[src/rtl/topk_pkg.sv]
// Shared types and constants for the top-K group tracker.
package topk_pkg;

  typedef enum logic {
    IDLE = 1'b0,
    DUMP = 1'b1
  } state_e;

  // Bit positions inside the sticky err vector.
  localparam int ERR_W      = 3;
  localparam int ERR_OVF    = 0;
  localparam int ERR_RDBUSY = 1;
  localparam int ERR_STALL  = 2;

  // Stall watchdog fires after 2^STALL_W consecutive refused beats.
  localparam int STALL_W = 16;

endpackage

[src/rtl/topk_sorted_insert.sv]
// Descending sorted table of the TOP_K largest values seen.
// One insert per cycle; ties keep the resident entry ahead of the newcomer.
// tbl_o is the table as it stands after this cycle's insert (next-state
// view), so a snapshot taken on the same edge already includes it.
module topk_sorted_insert
  import topk_pkg::*;
#(
  parameter int SUM_W = 40,
  parameter int TOP_K = 3
) (
  input  logic                          clk,
  input  logic                          rst_n,
  input  logic                          ins_vld_i,
  input  logic [SUM_W-1:0]              ins_val_i,
  output logic [TOP_K-1:0][SUM_W-1:0]   tbl_o
);

  logic [TOP_K-1:0][SUM_W-1:0] tbl_q, tbl_d;
  logic [TOP_K-1:0]            ge;

  // The table is sorted, so ge is a thermometer code: ones for ranks < p.
  // Rank p takes the new value, ranks above p take their upper neighbour.
  for (genvar i = 0; i < TOP_K; i++) begin : g_ent
    assign ge[i] = (tbl_q[i] >= ins_val_i);
    if (i == 0) begin : g_head
      assign tbl_d[i] = (!ins_vld_i || ge[i]) ? tbl_q[i] : ins_val_i;
    end else begin : g_tail
      assign tbl_d[i] = (!ins_vld_i || ge[i]) ? tbl_q[i]  :
                        ge[i-1]               ? ins_val_i : tbl_q[i-1];
    end
  end

  assign tbl_o = tbl_d;

  // Table register.
  always_ff @(posedge clk) begin
    if (!rst_n) tbl_q <= '0;
    else        tbl_q <= tbl_d;
  end

endmodule

[src/rtl/topk_group_tracker.sv]
// Group-sum accumulator feeding a top-K sorted table, with a valid/ready
// rank-by-rank readout of a snapshot and its total.
// Optional macro TOPK_SATURATE_EN: clamp the running sum at 2^SUM_W-1 on
// overflow instead of wrapping (err[0] is raised either way).
module topk_group_tracker
  import topk_pkg::*;
#(
  parameter  int DATA_W = 32,
  parameter  int SUM_W  = 40,
  parameter  int TOP_K  = 3,
  localparam int RANK_W = (TOP_K > 1) ? $clog2(TOP_K) : 1,
  localparam int TOT_W  = SUM_W + $clog2(TOP_K + 1)
) (
  input  logic              clk,
  input  logic              rst_n,
  input  logic [DATA_W-1:0] item_data,
  input  logic              item_vld,
  input  logic              grp_end,
  input  logic              rd_req,
  output logic [SUM_W-1:0]  out_data,
  output logic [RANK_W-1:0] out_rank,
  output logic              out_vld,
  input  logic              out_rdy,
  output logic              out_last,
  output logic [TOT_W-1:0]  total_sum,
  output logic              busy,
  output logic [ERR_W-1:0]  err
);

  localparam logic [RANK_W-1:0] LAST_IDX = RANK_W'(TOP_K - 1);

  // ---------------- accumulate / commit ----------------
  logic [SUM_W-1:0] acc_q, commit_q;
  logic             commit_vld_q;
  logic [SUM_W-1:0] item_add, acc_add;
  logic [SUM_W:0]   acc_sum;
  logic             ovf;

  assign item_add = item_vld ? SUM_W'(item_data) : '0;
  assign acc_sum  = {1'b0, acc_q} + {1'b0, item_add};
  assign ovf      = acc_sum[SUM_W];

`ifdef TOPK_SATURATE_EN
  // Once clamped, any further nonzero item carries again, so it stays clamped.
  assign acc_add = ovf ? '1 : acc_sum[SUM_W-1:0];
`else
  assign acc_add = acc_sum[SUM_W-1:0];
`endif

  // Running sum; on grp_end the current item joins the closing group.
  always_ff @(posedge clk) begin
    if (!rst_n) begin
      acc_q        <= '0;
      commit_q     <= '0;
      commit_vld_q <= 1'b0;
    end else begin
      commit_vld_q <= grp_end;
      if (grp_end) begin
        commit_q <= acc_add;
        acc_q    <= '0;
      end else begin
        acc_q <= acc_add;
      end
    end
  end

  // ---------------- sorted table ----------------
  logic [TOP_K-1:0][SUM_W-1:0] tbl_nxt, snap_q;
  logic [TOT_W-1:0]            tot_nxt, total_q;

  topk_sorted_insert #(.SUM_W(SUM_W), .TOP_K(TOP_K)) u_tbl (
    .clk       (clk),
    .rst_n     (rst_n),
    .ins_vld_i (commit_vld_q),
    .ins_val_i (commit_q),
    .tbl_o     (tbl_nxt)
  );

  // Total of the table as it will be latched into the snapshot.
  always_comb begin
    tot_nxt = '0;
    for (int i = 0; i < TOP_K; i++) tot_nxt = tot_nxt + TOT_W'(tbl_nxt[i]);
  end

  // ---------------- readout FSM ----------------
  state_e            state_q, state_d;
  logic [RANK_W-1:0] idx_q, idx_d;
  logic              snap_ld;

  // Next state and beat outputs; beat fields come only from registers so they
  // hold still while the consumer stalls.
  always_comb begin
    state_d  = state_q;
    idx_d    = idx_q;
    snap_ld  = 1'b0;
    out_vld  = 1'b0;
    out_last = 1'b0;
    out_data = '0;
    out_rank = '0;
    busy     = 1'b0;
    case (state_q)
      IDLE: begin
        if (rd_req) begin
          snap_ld = 1'b1;
          idx_d   = '0;
          state_d = DUMP;
        end
      end
      DUMP: begin
        out_vld  = 1'b1;
        busy     = 1'b1;
        out_data = snap_q[idx_q];
        out_rank = idx_q;
        out_last = (idx_q == LAST_IDX);
        if (out_rdy) begin
          if (idx_q == LAST_IDX) begin
            idx_d   = '0;
            state_d = IDLE;
          end else begin
            idx_d = idx_q + 1'b1;
          end
        end
      end
      default: state_d = IDLE;
    endcase
  end

  // FSM state, beat index and snapshot/total capture.
  always_ff @(posedge clk) begin
    if (!rst_n) begin
      state_q <= IDLE;
      idx_q   <= '0;
      snap_q  <= '0;
      total_q <= '0;
    end else begin
      state_q <= state_d;
      idx_q   <= idx_d;
      if (snap_ld) begin
        snap_q  <= tbl_nxt;
        total_q <= tot_nxt;
      end
    end
  end

  assign total_sum = total_q;

  // ---------------- error flags ----------------
  logic [STALL_W-1:0] stall_q;
  logic [ERR_W-1:0]   err_q;
  logic               stall;

  assign stall = out_vld && !out_rdy;

  // Sticky errors plus a saturating count of consecutive refused beats.
  always_ff @(posedge clk) begin
    if (!rst_n) begin
      stall_q <= '0;
      err_q   <= '0;
    end else begin
      if (!stall)              stall_q <= '0;
      else if (stall_q != '1)  stall_q <= stall_q + 1'b1;
      if (ovf)                          err_q[ERR_OVF]    <= 1'b1;
      if (rd_req && state_q == DUMP)    err_q[ERR_RDBUSY] <= 1'b1;
      if (stall && stall_q == '1)       err_q[ERR_STALL]  <= 1'b1;
    end
  end

  assign err = err_q;

endmodule

[config.mk]
export PLATFORM = sky130hd
export DESIGN_NAME = topk_group_tracker
export DESIGN_NICKNAME = d
export VERILOG_FILES = /design/src/rtl/topk_pkg.sv /design/src/rtl/topk_sorted_insert.sv /design/src/rtl/topk_group_tracker.sv
export SDC_FILE = /design/constraint.sdc
export NUM_CORES = 1
export LEC_CHECK = 0
export BUFFER_PORTS_ARGS = -buffer_cell sky130_fd_sc_hd__buf_4
export CELL_PAD_IN_SITES_DETAIL_PLACEMENT = 1
export CELL_PAD_IN_SITES_GLOBAL_PLACEMENT = 2
export CORE_ASPECT_RATIO = 0.9
export CORE_MARGIN = 1.5
export CORE_UTILIZATION = 33
export DETAILED_ROUTE_END_ITERATION = 12
export MAX_ROUTING_LAYER = met4
export PLACE_DENSITY = 0.78
export SLEW_MARGIN = 0
export SYNTH_ARGS = -nofsm -noshare
export SYNTH_HDL_FRONTEND = slang
export SYNTH_SLANG_ARGS = --single-unit
[constraint.sdc]
create_clock -name clk -period 8.1 [get_ports clk]
set_input_delay 1.62 -clock clk [delete_from_list [all_inputs] [get_ports clk]]
set_output_delay 1.62 -clock clk [all_outputs]
set_load 0.01 [all_outputs]
[Yosys cells after proc, flatten, opt, wreduce, memory -nomap -nowiden]
Cells that the tools add are included.
Word-level totals
  flip-flop bits (word level): 385
  word-level logic and storage cells: 64
Cells by class
  add/subtract/negate cells: 5
  magnitude comparators: 4
  equality and inequality tests: 5
  mux-type cells: 21
  bitwise gates (word level): 2
  reductions and logical operators: 11
Operators with widths (number)
  40-bit two-way mux: 7
  40-bit greater-or-equal comparator: 3
  40-bit binary-select mux with 2-bit select: 1
  41-bit by 40-bit adder with 42-bit output: 1
  40-bit by 32-bit adder with 41-bit output: 1
  40-bit by 40-bit adder with 41-bit output: 1
  32-bit two-way mux: 1
  16-bit by 1-bit adder with 16-bit output (second input constant): 1
  16-bit equality test (second input constant): 1
  16-bit inequality test (second input constant): 1
  2-bit two-way mux: 4
  1-bit two-way mux: 6
  2-bit inequality test (second input constant): 2
  2-bit one-hot mux with 2 select lines: 1
  2-bit AND reduction: 2
  1-bit logical AND: 3
  1-bit logical OR: 3
  2-bit by 3-bit less-than comparator with 1-bit output (second input constant): 1
  2-bit by 1-bit adder with 2-bit output (second input constant): 1
  2-bit equality test (second input constant): 1
  1-bit zero test: 2
  1-bit NOT: 2
  1-bit one-hot mux with 2 select lines: 1
  2-bit OR reduction: 1

[Logic depth before layout (Yosys ltp)]
Gate-level depths: netlist (run 1).
  depth after elaboration: 5
  gate-level depth with buffers: 27
  depth with buffers taken out: 24

[Modules after synthesis]
From an unflattened synthesis (run 1), not the netlist that was laid out.
Second synthesis, totals
  cells, all modules: 2968
  area total of the unflattened synthesis: 24081.8 um2
By module, submodules not included
  topk_group_tracker: times used 1, cells an instance 1952, area each 15506.1 um2
  topk_sorted_insert: times used 1, cells an instance 1016, area each 8575.7 um2

[Worst setup path after synthesis (run 1)]
Ideal clock, no wire load.
  kind: register to register
  from: register commit_q[9]
  to: register total_q[17], in the netlist total_sum[17]
  data arrival time: 5.574 ns
  data required time: 7.968 ns
  slack: 2.393 ns
  cell stages (with the launch flop): 27
  path buffers: 3
  period minus slack after synthesis: 5.707 ns
  cell sequence: dfxtp_1 inv_1 ha_1 a21o_1 a21o_1 a21oi_1 nand2_1 o211a_1 a211oi_1 and2_1 clkbuf_1 buf_2 clkbuf_1 o21ai_0 fa_1 inv_1 ha_1 fa_1 a21o_1 a221oi_1 o21ai_1 or2_1 a221oi_1 o21ai_1 xor2_1 nand2_1 a21oi_1
Between the ends
  cells in the longest elaborated chain, start to end: 5
  elaborated cells between the ends (all ways): 13
  those cells by class: 2 x add/sub; 3 x order compare; 5 x mux; 3 x reduce/logical
Ends and longest elaborated chain
  from (decl): line topk_group_tracker.sv:33  | logic [SUM_W-1:0] acc_q, commit_q;
  from (signal assigned): line topk_group_tracker.sv:54  | commit_q <= '0;
  from (signal assigned): line topk_group_tracker.sv:59  | commit_q <= acc_add;
  40-bit greater-or-equal comparator: line topk_sorted_insert.sv:24  | assign ge[i] = (tbl_q[i] >= ins_val_i);
  40-bit two-way mux, or another cell as far along: line topk_sorted_insert.sv:29  | ge[i-1] ? ins_val_i : tbl_q[i-1];
  40-bit two-way mux, on equally long branches: line topk_sorted_insert.sv:28, topk_sorted_insert.sv:26
  40-bit by 40-bit adder with 41-bit output: line topk_group_tracker.sv:82  | for (int i = 0; i < TOP_K; i++) tot_nxt = tot_nxt + TOT_W'(tbl_nxt[i]);
  41-bit by 40-bit adder with 42-bit output *: line topk_group_tracker.sv:82
  to (signal assigned): line topk_group_tracker.sv:140  | total_q <= tot_nxt;
  to (decl): line topk_group_tracker.sv:69  | logic [TOT_W-1:0] tot_nxt, total_q;
Mark *: on every way between the ends. The rest lies on a longest branch, timed or not.
A chain may end at the register's enable or synchronous reset.

[Worst setup path after layout (run 1)]
  from: register commit_q[13]
  to: register total_q[35], in the netlist total_sum[35]
Same word-level chain as after synthesis.

==> impl_metrics.json, run 1 <==
{
  "clk_path_buf_depth": 3,
  "synth_enable_flop_cells": 0,
  "clock_skew_ns": 0.0235,
  "clkLatencyLatePin_ns": 0.60,
  "first_pass_grt_wire_length_mm": 137,
  "clkTransAtPathRegs_ns": 0.06,
  "netlist.top_cell.by_area": "sky130_fd_sc_hd__dfxtp_1",
  "yosys_register_bits": 385,
  "dpl-instance-area_um2": 25200,
  "peakVddDrop_v": 0.000386,
  "postSynthNetCount": 3146,
  "area_fraction_of_the_dominant_cell_type_after_synthesis_pct": 32.7,
  "first_pass_iters": 5,
  "post-dp-hpwl_mm": 62.3,
  "ctsHtreeMaxLevel": 2,
  "worst_ep_required_time_ns": 8.58,
  "timing.critical_path.fanout_max": 85,
  "num_rows": 92,
  "outcome": "finished, final reports clean",
  "global_route.usage.total_pct": 24.6,
  "timing.fmax_mhz": 141,
  "cts_root_buf": "sky130_fd_sc_hd__clkbuf_16",
  "xor_xnor_fraction_of_synth_area_pct": 2.68,
  "synth_top_family_by_area": "compound AO/OA/AOI/OAI gates",
  "syn_avg_cell_area_um2": 8.20,
  "core_region_area_um2": 70300,
  "setup_viol": 0,
  "synth_mux_area_share_pct": 4.15,
  "synth-simple-area-share_pct": 15.9,
  "place.port_buffers": 127,
  "drt.antenna.violating_nets": 0,
  "detail_route.wirelength_mm": 88.8,
  "design.portCount": 128,
  "worstSetupPathType": "register to register",
  "synth.area.top_cells": "sky130_fd_sc_hd__dfxtp_1 (33%), sky130_fd_sc_hd__ha_1 (10%), sky130_fd_sc_hd__a21oi_1 (5.6%)",
  "vias_in_the_first_global_route": 22530,
  "cts_repair_resize_count": 0,
  "cap_violations": 0,
  "antenna_found_initial": 3,
  "avgViaCountPerCell": 5.67,
  "tritoncts_num_sinks": 385,
  "yosysUniqueCellTypes": 72,
  "timing_hold_violations_final": 0,
  "netlist_instances": 2874,
  "static-leakage-power_nw": 11.3,
  "min_period_ns": 7.11,
  "synth_top_cells_by_count": "sky130_fd_sc_hd__dfxtp_1 (385), sky130_fd_sc_hd__a21oi_1 (265), sky130_fd_sc_hd__nand2_1 (252), sky130_fd_sc_hd__nor2_1 (200), sky130_fd_sc_hd__ha_1 (192)",
  "drt_iter0_markers": 1288,
  "worst-endpoint-arrival_ns": 7.59,
  "cts.hold.buffers_added": 0,
  "power_density_nw_per_um2": 364,
  "start_util_pct": 33.5,
  "die-width_um": 285,
  "finish.net_count": 3153,
  "unrepaired_setup_endpoints_after_global_routing": "no",
  "synthMostInstantiatedCell": "sky130_fd_sc_hd__dfxtp_1",
  "drc_errors": 0,
  "layout.cell_area.non_filler_um2": 26800,
  "start_kind": "register",
  "ys_dominant_reg_cell": "sky130_fd_sc_hd__dfxtp_1",
  "cts_setup_buffers": 0,
  "fin_max_slew_vios": 0,
  "gp_routability_congestion": 0.912,
  "maxSlewHeadroom_pct": 24.7,
  "globalRoute.totalOverflow": 0,
  "min_path_type": "register to register",
  "grt_start_max_net_pins": 101,
  "cts_tree": "done",
  "timing.final.crit_share_pct": 87.8,
  "ratio_of_cells_with_drive_above_1_in_the_final_layout_pct": 10.0,
  "route.detailed.wl_per_inst_um": 23.0,
  "syn2layout_area_growth_pct": 13.6,
  "synthesis.yosys.warnings": 0,
  "die_area_um2": 73000,
  "vias": 21861,
  "synth_compound_gate_area_share_pct": 24.9,
  "num_cts_buffers": 47,
  "worst_pin_slew_ns": 1.13,
  "syn-cell-area_um2": 23600,
  "ys_async_sr_fraction_pct": 0,
  "yosysSeqAreaShare_pct": 32.7,
  "chipHeight_um": 256,
  "fin_util_pct": 38.0,
  "synth-adder-area-share_pct": 13.8,
  "totalNegativeSetupSlack_ns": 0,
  "endpoint_kind": "register"
}
## final timing paths
check                 from       endpoint  slack [ns]  cells after the start
max           commit_q[13]  total_sum[35]        0.99                     22
min          total_sum[29]  total_sum[29]        0.45                      2
max reg2reg   commit_q[13]  total_sum[35]        0.99                     22
min reg2reg  total_sum[29]  total_sum[29]        0.45                      2
## cells by family (layout without fill, tap and decap cells)
| kind of cell | after synthesis | after routing |
|---|---|---|
| simple gates | 804 | 804 |
| mux | 97 | 97 |
| flops | 385 | 385 |
| fa+ha+maj | 234 | 234 |
| other cells | 0 | 2 |
| buf+inv | 355 | 397 |
| xor+xnor | 72 | 72 |
| compound gates | 927 | 927 |
## per-layer routing
| layer | wire length [µm] | part of all wire, % | GRT usage (%) | vias up |
|---|---|---|---|---|
| met5 | 0 | 0 | - | - |
| met4 | 1910 | 2.2 | 6.25 | 0 |
| met3 | 5110 | 5.7 | 4.17 | 124 |
| met2 | 37900 | 43 | 36.7 | 558 |
| met1 | 43900 | 49 | 34.3 | 10836 |
| li1 | - | - | - | 10343 |
## metrics by stage
step / setup slack [ns] / power (mW) / hold slack [ns] / std cells
3_3_place_gp: 1.16 / 7.41 / 0.442 / 3772
6_report: 0.991 / 9.73 / 0.450 / 3858
2_1_floorplan: 2.39 / 5.68 / 0.442 / 2874
3_5_place_dp: 1.04 / 7.48 / 0.446 / 3772
4_1_cts: 1.04 / 9.71 / 0.454 / 3856
5_1_grt: 0.517 / 10.4 / 0.476 / 3858
## cell usage in the layout, fill, tap and decap left out, types with 42 or more instances in the layout
master,count
sky130_fd_sc_hd__nor2_1,198
sky130_fd_sc_hd__clkbuf_16,48
sky130_fd_sc_hd__nand3_1,73
sky130_fd_sc_hd__a21o_1,76
sky130_fd_sc_hd__nand4_1,77
sky130_fd_sc_hd__o21ai_0,167
sky130_fd_sc_hd__mux2i_1,93
sky130_fd_sc_hd__inv_1,157
sky130_fd_sc_hd__and2_1,95
sky130_fd_sc_hd__o22ai_1,47
sky130_fd_sc_hd__ha_1,192
sky130_fd_sc_hd__dfxtp_1,382
sky130_fd_sc_hd__nand2_1,249
sky130_fd_sc_hd__buf_4,154
sky130_fd_sc_hd__fa_1,42
sky130_fd_sc_hd__o21ai_1,104
sky130_fd_sc_hd__nor3_1,57
sky130_fd_sc_hd__a21oi_1,265
## critical path, cell delays in order, from the launching register on
cell and delay (ns):
sky130_fd_sc_hd__dfxtp_1 0.33, sky130_fd_sc_hd__inv_1 0.11, sky130_fd_sc_hd__ha_1 0.34, sky130_fd_sc_hd__a21o_1 0.17, sky130_fd_sc_hd__a21o_1 0.18, sky130_fd_sc_hd__a21oi_1 0.24, sky130_fd_sc_hd__o221a_1 0.28, sky130_fd_sc_hd__o21ai_1 0.08
sky130_fd_sc_hd__a211oi_1 0.61, sky130_fd_sc_hd__and2_4 0.90, sky130_fd_sc_hd__o21ai_0 0.26, sky130_fd_sc_hd__fa_1 0.55, sky130_fd_sc_hd__inv_1 0.04, sky130_fd_sc_hd__ha_1 0.21, sky130_fd_sc_hd__fa_1 0.41, sky130_fd_sc_hd__a21o_1 0.21
sky130_fd_sc_hd__a221oi_1 0.41, sky130_fd_sc_hd__o21ai_1 0.23, sky130_fd_sc_hd__a21oi_1 0.39, sky130_fd_sc_hd__o211ai_1 0.22, sky130_fd_sc_hd__a21oi_1 0.32, sky130_fd_sc_hd__o21ai_0 0.17, sky130_fd_sc_hd__a221o_1 0.32
## report_power, final
group | internal, mW | leakage (nW) | total [mW] | switching (mW)
logic | 1.70 | 7.41 | 5.04 | 3.34
clock network | 1.30 | 0.785 | 2.19 | 0.889
registers | 2.20 | 3.14 | 2.50 | 0.299
## state kept, by name, indices dropped and copies added, names as in the netlist
name and cells:
u_tbl.tbl_q 120, state_q 1, snap_q 120, commit_vld_q 1, acc_q 40, total_sum 42
err 3, stall_q 16, idx_q 2, commit_q 40
## cell type report
class	count	area (µm²)
antenna	2	5.00
clock buffer	70	1410
clock inverter	14	164
fill	8311	43600
inverter	158	593
multi-input combinational	2134	14500
sequential	385	7710
tap	940	1180
timing repair buffer	155	1170
Note: power is estimated with default switching activity, not from simulation.
==> run 2, diff against run 1 <==
--- a/config.mk
+++ b/config.mk
@@ -8,12 +8,12 @@
 export BUFFER_PORTS_ARGS = -buffer_cell sky130_fd_sc_hd__buf_4
 export CELL_PAD_IN_SITES_DETAIL_PLACEMENT = 1
 export CELL_PAD_IN_SITES_GLOBAL_PLACEMENT = 2
-export CORE_ASPECT_RATIO = 0.9
+export CORE_ASPECT_RATIO = 0.6
 export CORE_MARGIN = 1.5
 export CORE_UTILIZATION = 33
 export DETAILED_ROUTE_END_ITERATION = 12
 export MAX_ROUTING_LAYER = met4
-export PLACE_DENSITY = 0.78
+export PLACE_DENSITY = 0.81
 export SLEW_MARGIN = 0
 export SYNTH_ARGS = -nofsm -noshare
 export SYNTH_HDL_FRONTEND = slang
==> constraint.sdc (replaced) <==
create_clock -name clk -period 6 [get_ports clk]
set_input_delay 1.2 -clock clk [delete_from_list [all_inputs] [get_ports clk]]
set_output_delay 1.2 -clock clk [all_outputs]
set_load 0.01 [all_outputs]
==> impl_metrics.json, run 2 (synthesis results as in run 1) <==
{
  "timing.fmax_mhz": 170,
  "cts_tree": "done",
  "timing.final.crit_share_pct": 98.1,
  "clk_path_buf_depth": 3,
  "antenna_found_initial": 0,
  "design.portCount": 128,
  "min_path_type": "register to register",
  "clkTransAtPathRegs_ns": 0.07,
  "num_cts_buffers": 42,
  "finalHoldWorstSlack_ns": 0.451,
  "wire_length_on_met2_mm": 43.0,
  "global_route.usage.total_pct": 26.0,
  "chipHeight_um": 210,
  "start_kind": "register",
  "power_density_nw_per_um2": 519,
  "fin_total_pwr_mw": 15.2,
  "ratio_of_cells_with_drive_above_1_in_the_final_layout_pct": 19.7,
  "clock_skew_ns": 0.0243,
  "die-width_um": 348,
  "cap_violations": 0,
  "cts_root_buf": "sky130_fd_sc_hd__clkbuf_16",
  "drc_errors": 0,
  "layout_setup_ws_ns": 0.114,
  "syn2layout_area_growth_pct": 24.2,
  "most-common-layout-cells": "sky130_fd_sc_hd__dfxtp_1 (377), sky130_fd_sc_hd__buf_4 (349), sky130_fd_sc_hd__nand2_1 (249)",
  "routed-wl-met3_mm": 4.63,
  "first_pass_grt_wire_length_mm": 145,
  "route.detailed.wl_per_inst_um": 23.6,
  "clkLatencyLatePin_ns": 0.61,
  "outcome": "finished, final reports clean",
  "finish.net_count": 3365,
  "drt_iter0_markers": 1696,
  "drt.antenna.violating_nets": 0,
  "worstSetupPathType": "register to register",
  "avgViaCountPerCell": 5.74,
  "timing_hold_violations_final": 0,
  "worst_pin_slew_ns": 1.16,
  "post-dp-hpwl_mm": 67.2,
  "dp_slack_ns": -0.182,
  "wl_met1_mm": 45.2,
  "tritoncts_num_sinks": 385,
  "fin_util_pct": 41.6,
  "num_rows": 75,
  "peakVddDrop_v": 0.000278,
  "unrepaired_setup_endpoints_after_global_routing": "yes",
  "maxSlewHeadroom_pct": 22.3,
  "reg2reg_setup_slack_ns": 0.11,
  "detail_route.wirelength_mm": 95.4,
  "setup_viol": 0,
  "vias": 23225,
  "globalRoute.totalOverflow": 0,
  "gp_routability_congestion": 0.912,
  "static-leakage-power_nw": 12.5,
  "first_pass_iters": 5,
  "fin_max_slew_vios": 0,
  "timing.critical_path.fanout_max": 5,
  "grt_start_max_net_pins": 85,
  "fillers": 8206,
  "min_period_ns": 5.89,
  "antenna_cells_inserted": 0,
  "cts.hold.buffers_added": 0,
  "start_util_pct": 33.5,
  "vias_in_the_first_global_route": 24178,
  "final_common_cell": "sky130_fd_sc_hd__dfxtp_1",
  "worst-endpoint-arrival_ns": 6.38,
  "die_area_um2": 73100,
  "ctsHtreeMaxLevel": 2,
  "endpoint_kind": "register",
  "worst_ep_required_time_ns": 6.49,
  "place.port_buffers": 127,
  "top_layer_in_use": "met4",
  "core_region_area_um2": 70300
}
==> run 2: cell count changes in the layout (fill, tap and decap cells not counted), moves of 13 or more <==
cell | previous run | this run
sky130_fd_sc_hd__ha_1 | 192 | 176
sky130_fd_sc_hd__buf_4 | 154 | 349
sky130_fd_sc_hd__mux2i_1 | 93 | 80
sky130_fd_sc_hd__a21oi_1 | 265 | 247
sky130_fd_sc_hd__nor3_2 | 0 | 13
sky130_fd_sc_hd__nor3_1 | 57 | 43
==> run 2: final cells by class <==
cell class | instances | area [µm²] | area share, %
Sequential cell | 385 | 7720 | 26.4
Clock inverter | 20 | 387 | 1.32
Tap cell | 924 | 1160 | 3.95
Timing Repair Buffer | 372 | 3040 | 10.4
Multi-Input combinational cell | 2134 | 15200 | 51.8
Clock buffer | 56 | 1220 | 4.16
Inverter | 158 | 593 | 2.03
==> run 2: what timing repair did <==
action	in CTS	in global routing
gates resized for setup	11	148
setup endpoints to repair	9	26
cloned	0	4
buffers inserted	1	28
pin swaps	2	56
==> run 2: metal layers <==
| layer | vias to the layer above | track usage (%) |
|---|---|---|
| met1 | 11756 | 35.5 |
| met2 | 575 | 40.7 |
| met5 | - | - |
| met3 | 146 | 2.82 |
| met4 | 0 | 7.63 |
| li1 | 10748 | - |
==> run 2: power breakdown <==
group / total, mW / internal, mW / switching (mW) / leakage [nW]
clock network: 3.12 / 1.90 / 1.22 / 0.790
registers: 3.37 / 2.97 / 0.397 / 3.14
logic: 8.69 / 3.61 / 5.08 / 8.55
total: 15.2 / 8.48 / 6.70 / 12.5
==> run 2: worst max-delay path: stages (launching register included) <==
cell and delay, ns:
sky130_fd_sc_hd__dfxtp_2 0.33, sky130_fd_sc_hd__inv_2 0.05, sky130_fd_sc_hd__ha_4 0.15, sky130_fd_sc_hd__or4_4 0.53
sky130_fd_sc_hd__a21oi_2 0.13, sky130_fd_sc_hd__o21ai_2 0.08, sky130_fd_sc_hd__a2111oi_2 0.36, sky130_fd_sc_hd__buf_4 0.19
sky130_fd_sc_hd__o31a_1 0.14, sky130_fd_sc_hd__o211ai_1 0.10, sky130_fd_sc_hd__buf_4 0.19, sky130_fd_sc_hd__buf_8 0.15
sky130_fd_sc_hd__buf_12 0.15, sky130_fd_sc_hd__mux2i_4 0.19, sky130_fd_sc_hd__a21oi_1 0.14, sky130_fd_sc_hd__fa_2 0.39
sky130_fd_sc_hd__ha_4 0.19, sky130_fd_sc_hd__fa_2 0.41, sky130_fd_sc_hd__a21o_1 0.21, sky130_fd_sc_hd__a221oi_4 0.32
sky130_fd_sc_hd__o21ai_4 0.13, sky130_fd_sc_hd__a21oi_4 0.23, sky130_fd_sc_hd__o211ai_1 0.23, sky130_fd_sc_hd__a21oi_2 0.29
sky130_fd_sc_hd__o21bai_1 0.14, sky130_fd_sc_hd__xor2_1 0.16, sky130_fd_sc_hd__a22o_1 0.18
==> run 2: worst paths after layout <==
check	start	endpoint	depth (start not counted)
worst max-delay path	commit_q[5]	total_sum[33]	26
worst min-delay path	total_sum[30]	total_sum[30]	2
worst max register to register	commit_q[5]	total_sum[33]	26
worst min register to register	total_sum[30]	total_sum[30]	2
==> run 2: metrics by stage <==
step	instance area, µm²	setup TNS, ns	instances
2_1_floorplan	23600	0	2874
3_3_place_gp	26600	0	3941
3_5_place_dp	26600	-0.400	3941
4_1_cts	28300	0	4018
5_1_grt	29300	-0.376	4049
6_report	29300	0	4049
==> run 3, diff against run 2 <==
--- a/config.mk
+++ b/config.mk
@@ -17,4 +17,5 @@
 export SLEW_MARGIN = 0
 export SYNTH_ARGS = -nofsm -noshare
 export SYNTH_HDL_FRONTEND = slang
+export SYNTH_HIERARCHICAL = 1
 export SYNTH_SLANG_ARGS = --single-unit
==> impl_metrics.json, run 3 <==
{
  "global_route.usage.total_pct": 24.2,
  "synthesis.yosys.warnings": 6,
  "timing.critical_path.slowest_stage_cell": "sky130_fd_sc_hd__fa_1",
  "worstSetupPathType": "register to register",
  "clk_path_buf_depth": 3,
  "ys_dominant_reg_cell": "sky130_fd_sc_hd__dfxtp_1",
  "cts.hold.buffers_added": 0,
  "peakVddDrop_v": 0.000371,
  "synth_enable_flop_cells": 0,
  "timing.critical_path.fanout_max": 10,
  "place.port_buffers": 127,
  "timing_hold_violations_final": 0,
  "syn2layout_area_growth_pct": 26.2,
  "outcome": "finished, final reports clean",
  "cts_root_buf": "sky130_fd_sc_hd__clkbuf_16",
  "route.detailed.wl_per_inst_um": 20.3,
  "synth_top_cells_by_count": "sky130_fd_sc_hd__a21oi_1 (433), sky130_fd_sc_hd__nand2_1 (433), sky130_fd_sc_hd__dfxtp_1 (385), sky130_fd_sc_hd__o21ai_0 (209), sky130_fd_sc_hd__nor2_1 (195)",
  "finish.net_count": 3613,
  "clock_skew_ns": 0.0322,
  "cp-startpoint": "commit_q[17]",
  "fin_total_pwr_mw": 16.7,
  "avgViaCountPerCell": 5.33,
  "first_pass_iters": 5,
  "netlist.top_cell.by_area": "sky130_fd_sc_hd__dfxtp_1",
  "postSynthNetCount": 3240,
  "globalRoute.totalOverflow": 0,
  "worstHoldStart": "total_sum[37]",
  "final_cell_count_no_fill": 4348,
  "fin_max_slew_vios": 0,
  "yosysSeqAreaShare_pct": 32.0,
  "cpPeakStageDelay_ns": 0.49,
  "start_util_pct": 33.5,
  "layout_setup_ws_ns": 0.185,
  "setup_viol": 0,
  "syn_avg_cell_area_um2": 8.11,
  "dp_slack_ns": -0.313,
  "drc_errors": 0,
  "ctsHtreeMaxLevel": 2,
  "drt.antenna.violating_nets": 0,
  "maxSlewHeadroom_pct": 17.3,
  "multi_input_combinational_cell_area_um2": 15700,
  "endpoint_kind": "register",
  "totalNegativeSetupSlack_ns": 0,
  "start_kind": "register",
  "worst_ep_required_time_ns": 6.51,
  "worst_pin_slew_ns": 1.24,
  "netlist_instances": 2968,
  "num_cts_buffers": 43,
  "post-dp-hpwl_mm": 66.8,
  "most-common-layout-cells": "sky130_fd_sc_hd__buf_4 (482), sky130_fd_sc_hd__nand2_1 (433), sky130_fd_sc_hd__a21oi_1 (421)",
  "fillers": 8535,
  "ys_async_sr_fraction_pct": 0,
  "unrepaired_setup_endpoints_after_global_routing": "yes",
  "min_period_ns": 5.82,
  "syn-cell-area_um2": 24100,
  "die_area_um2": 74700,
  "cap_violations": 0,
  "worst-endpoint-arrival_ns": 6.33,
  "first_pass_grt_wire_length_mm": 138,
  "static-leakage-power_nw": 13.0,
  "tritoncts_num_sinks": 385,
  "final_common_cell": "sky130_fd_sc_hd__buf_4",
  "reg2reg_from": "commit_q[17]",
  "vias_in_the_first_global_route": 24594,
  "core_region_area_um2": 72000,
  "clkLatencyLatePin_ns": 0.59,
  "timing.fmax_mhz": 172,
  "design.portCount": 128,
  "power_density_nw_per_um2": 551,
  "area_fraction_of_the_dominant_cell_type_after_synthesis_pct": 32.0,
  "clkTransAtPathRegs_ns": 0.07,
  "critical_path.cell_chain": "inv_1 > buf_4 > ha_1 > a21oi_1 > o21ai_1 > a221oi_4 > o211ai_4 > a211oi_4 > buf_4 > buf_8 > buf_12 > mux2_4 > fa_1 > ha_1 > nor3_1 > o21ai_2 > a31oi_4 > a2111oi_4 > buf_12 > o41ai_4 > nor2_1 > or4_1 > a31oi_1",
  "timing.final.crit_share_pct": 96.9,
  "yosys_register_bits": 385,
  "chipHeight_um": 212,
  "antenna_cells_inserted": 0,
  "die-width_um": 352,
  "cts_tree": "done",
  "synth.area.top_cells": "sky130_fd_sc_hd__dfxtp_1 (32%), sky130_fd_sc_hd__ha_1 (10%), sky130_fd_sc_hd__a21oi_1 (9.0%)",
  "antenna_found_initial": 1,
  "detail_route.wirelength_mm": 88.3,
  "drt_iter0_markers": 1190,
  "ff_latch_area_um2": 7710,
  "ratio_of_cells_with_drive_above_1_in_the_final_layout_pct": 21.0,
  "vias": 23191,
  "gp_routability_congestion": 0.932,
  "min_path_type": "register to register",
  "grt_start_max_net_pins": 112,
  "num_rows": 76,
  "yosysUniqueCellTypes": 85,
  "place_inst": 4249
}
run 3: cell types whose count changed in the layout (fill, tap and decap cells not counted), moves of 37 or more:
cell                       previous run  this run
sky130_fd_sc_hd__nand2_1            249       433
sky130_fd_sc_hd__a21oi_1            247       421
sky130_fd_sc_hd__buf_4              349       482
sky130_fd_sc_hd__o21ai_1             95        22
sky130_fd_sc_hd__inv_1              148        77
sky130_fd_sc_hd__and2_1              95       138
sky130_fd_sc_hd__o22ai_1             47         4
sky130_fd_sc_hd__nand4_1             77        35
sky130_fd_sc_hd__mux2_4               0        40
sky130_fd_sc_hd__o311ai_1            41         1
sky130_fd_sc_hd__o21ai_0            164       203
sky130_fd_sc_hd__a32oi_1             41         3
sky130_fd_sc_hd__a21o_1              75        38
sky130_fd_sc_hd__a21oi_2             50        13
run 3: area by class of cell:
| cell class | count | share of cell area, % |
|---|---|---|
| Multi-Input combinational cell | 2326 | 51.6 |
| Timing Repair Buffer | 505 | 13.2 |
| Clock inverter | 22 | 0.943 |
| Clock buffer | 55 | 3.89 |
| Sequential cell | 385 | 25.4 |
| Inverter | 80 | 1.00 |
| Tap cell | 975 | 4.01 |
run 3: per-layer routing:
| layer | GRT usage [%] | part of all wire [%] | up-vias |
|---|---|---|---|
| li1 | - | - | 11225 |
| met1 | 31.5 | 47 | 11504 |
| met2 | 39.6 | 47 | 348 |
| met3 | 3.03 | 3.5 | 114 |
| met4 | 6.08 | 2.3 | 0 |
| met5 | - | 0 | - |
run 3: cell families (layout without fill, tap and decap cells):
| group | Yosys count | after routing | share of synthesized area, % |
|---|---|---|---|
| adders and majority gates | 234 | 234 | 13.5 |
| xor gates and xnor gates | 48 | 48 | 1.75 |
| AOI/OAI and AO/OA | 872 | 872 | 21.1 |
| buffers and inverters | 257 | 662 | 4.40 |
| and+or+nand+nor | 1002 | 1002 | 19.4 |
| DFF | 385 | 385 | 32.0 |
| muxes | 170 | 170 | 7.90 |
run 3: stage by stage:
| step | hold WS, ns | cell area [µm²] | util, % |
|---|---|---|---|
| floorplan | 0.436 | 24100 | - |
| global placement | 0.441 | 28300 | 39.4 |
| detailed placement | 0.446 | 28300 | 39.4 |
| CTS | 0.456 | 29900 | 41.5 |
| global route | 0.471 | 30400 | 42.2 |
| finish | 0.448 | 30400 | 42.2 |
run 3: worst paths after layout:
path / cells past startpoint / to / slack, ns
setup / recovery: 23 / total_sum[35] / 0.18
hold / removal: 2 / total_sum[37] / 0.45
setup reg to reg: 23 / total_sum[35] / 0.18
hold reg to reg: 2 / total_sum[37] / 0.45
run 3: worst max-delay path: cells and delay by family, from the launching register on:
kind / cells / cell delay, ns
adders and majority gates: 3 / 1.05
DFF: 1 / 0.33
and+or+nand+nor: 3 / 0.78
AOI/OAI and AO/OA: 10 / 2.34
muxes: 1 / 0.33
buffers and inverters: 6 / 0.87
run 3: what timing repair did:
| item | in CTS | in global routing |
|---|---|---|
| endpoints found under the setup margin | 20 | 20 |
| gates cloned | 0 | 0 |
| pin swaps | 5 | 16 |
| resized for setup | 11 | 82 |
| setup buffers | 3 | 19 |
| hold endpoints to repair | 0 | 0 |
run 3: where the power goes:
| group | switching [mW] | total (mW) | internal (mW) |
|---|---|---|---|
| logic | 5.68 | 10.4 | 4.71 |
| registers | 0.428 | 3.48 | 3.05 |
| clock network | 1.21 | 2.86 | 1.66 |
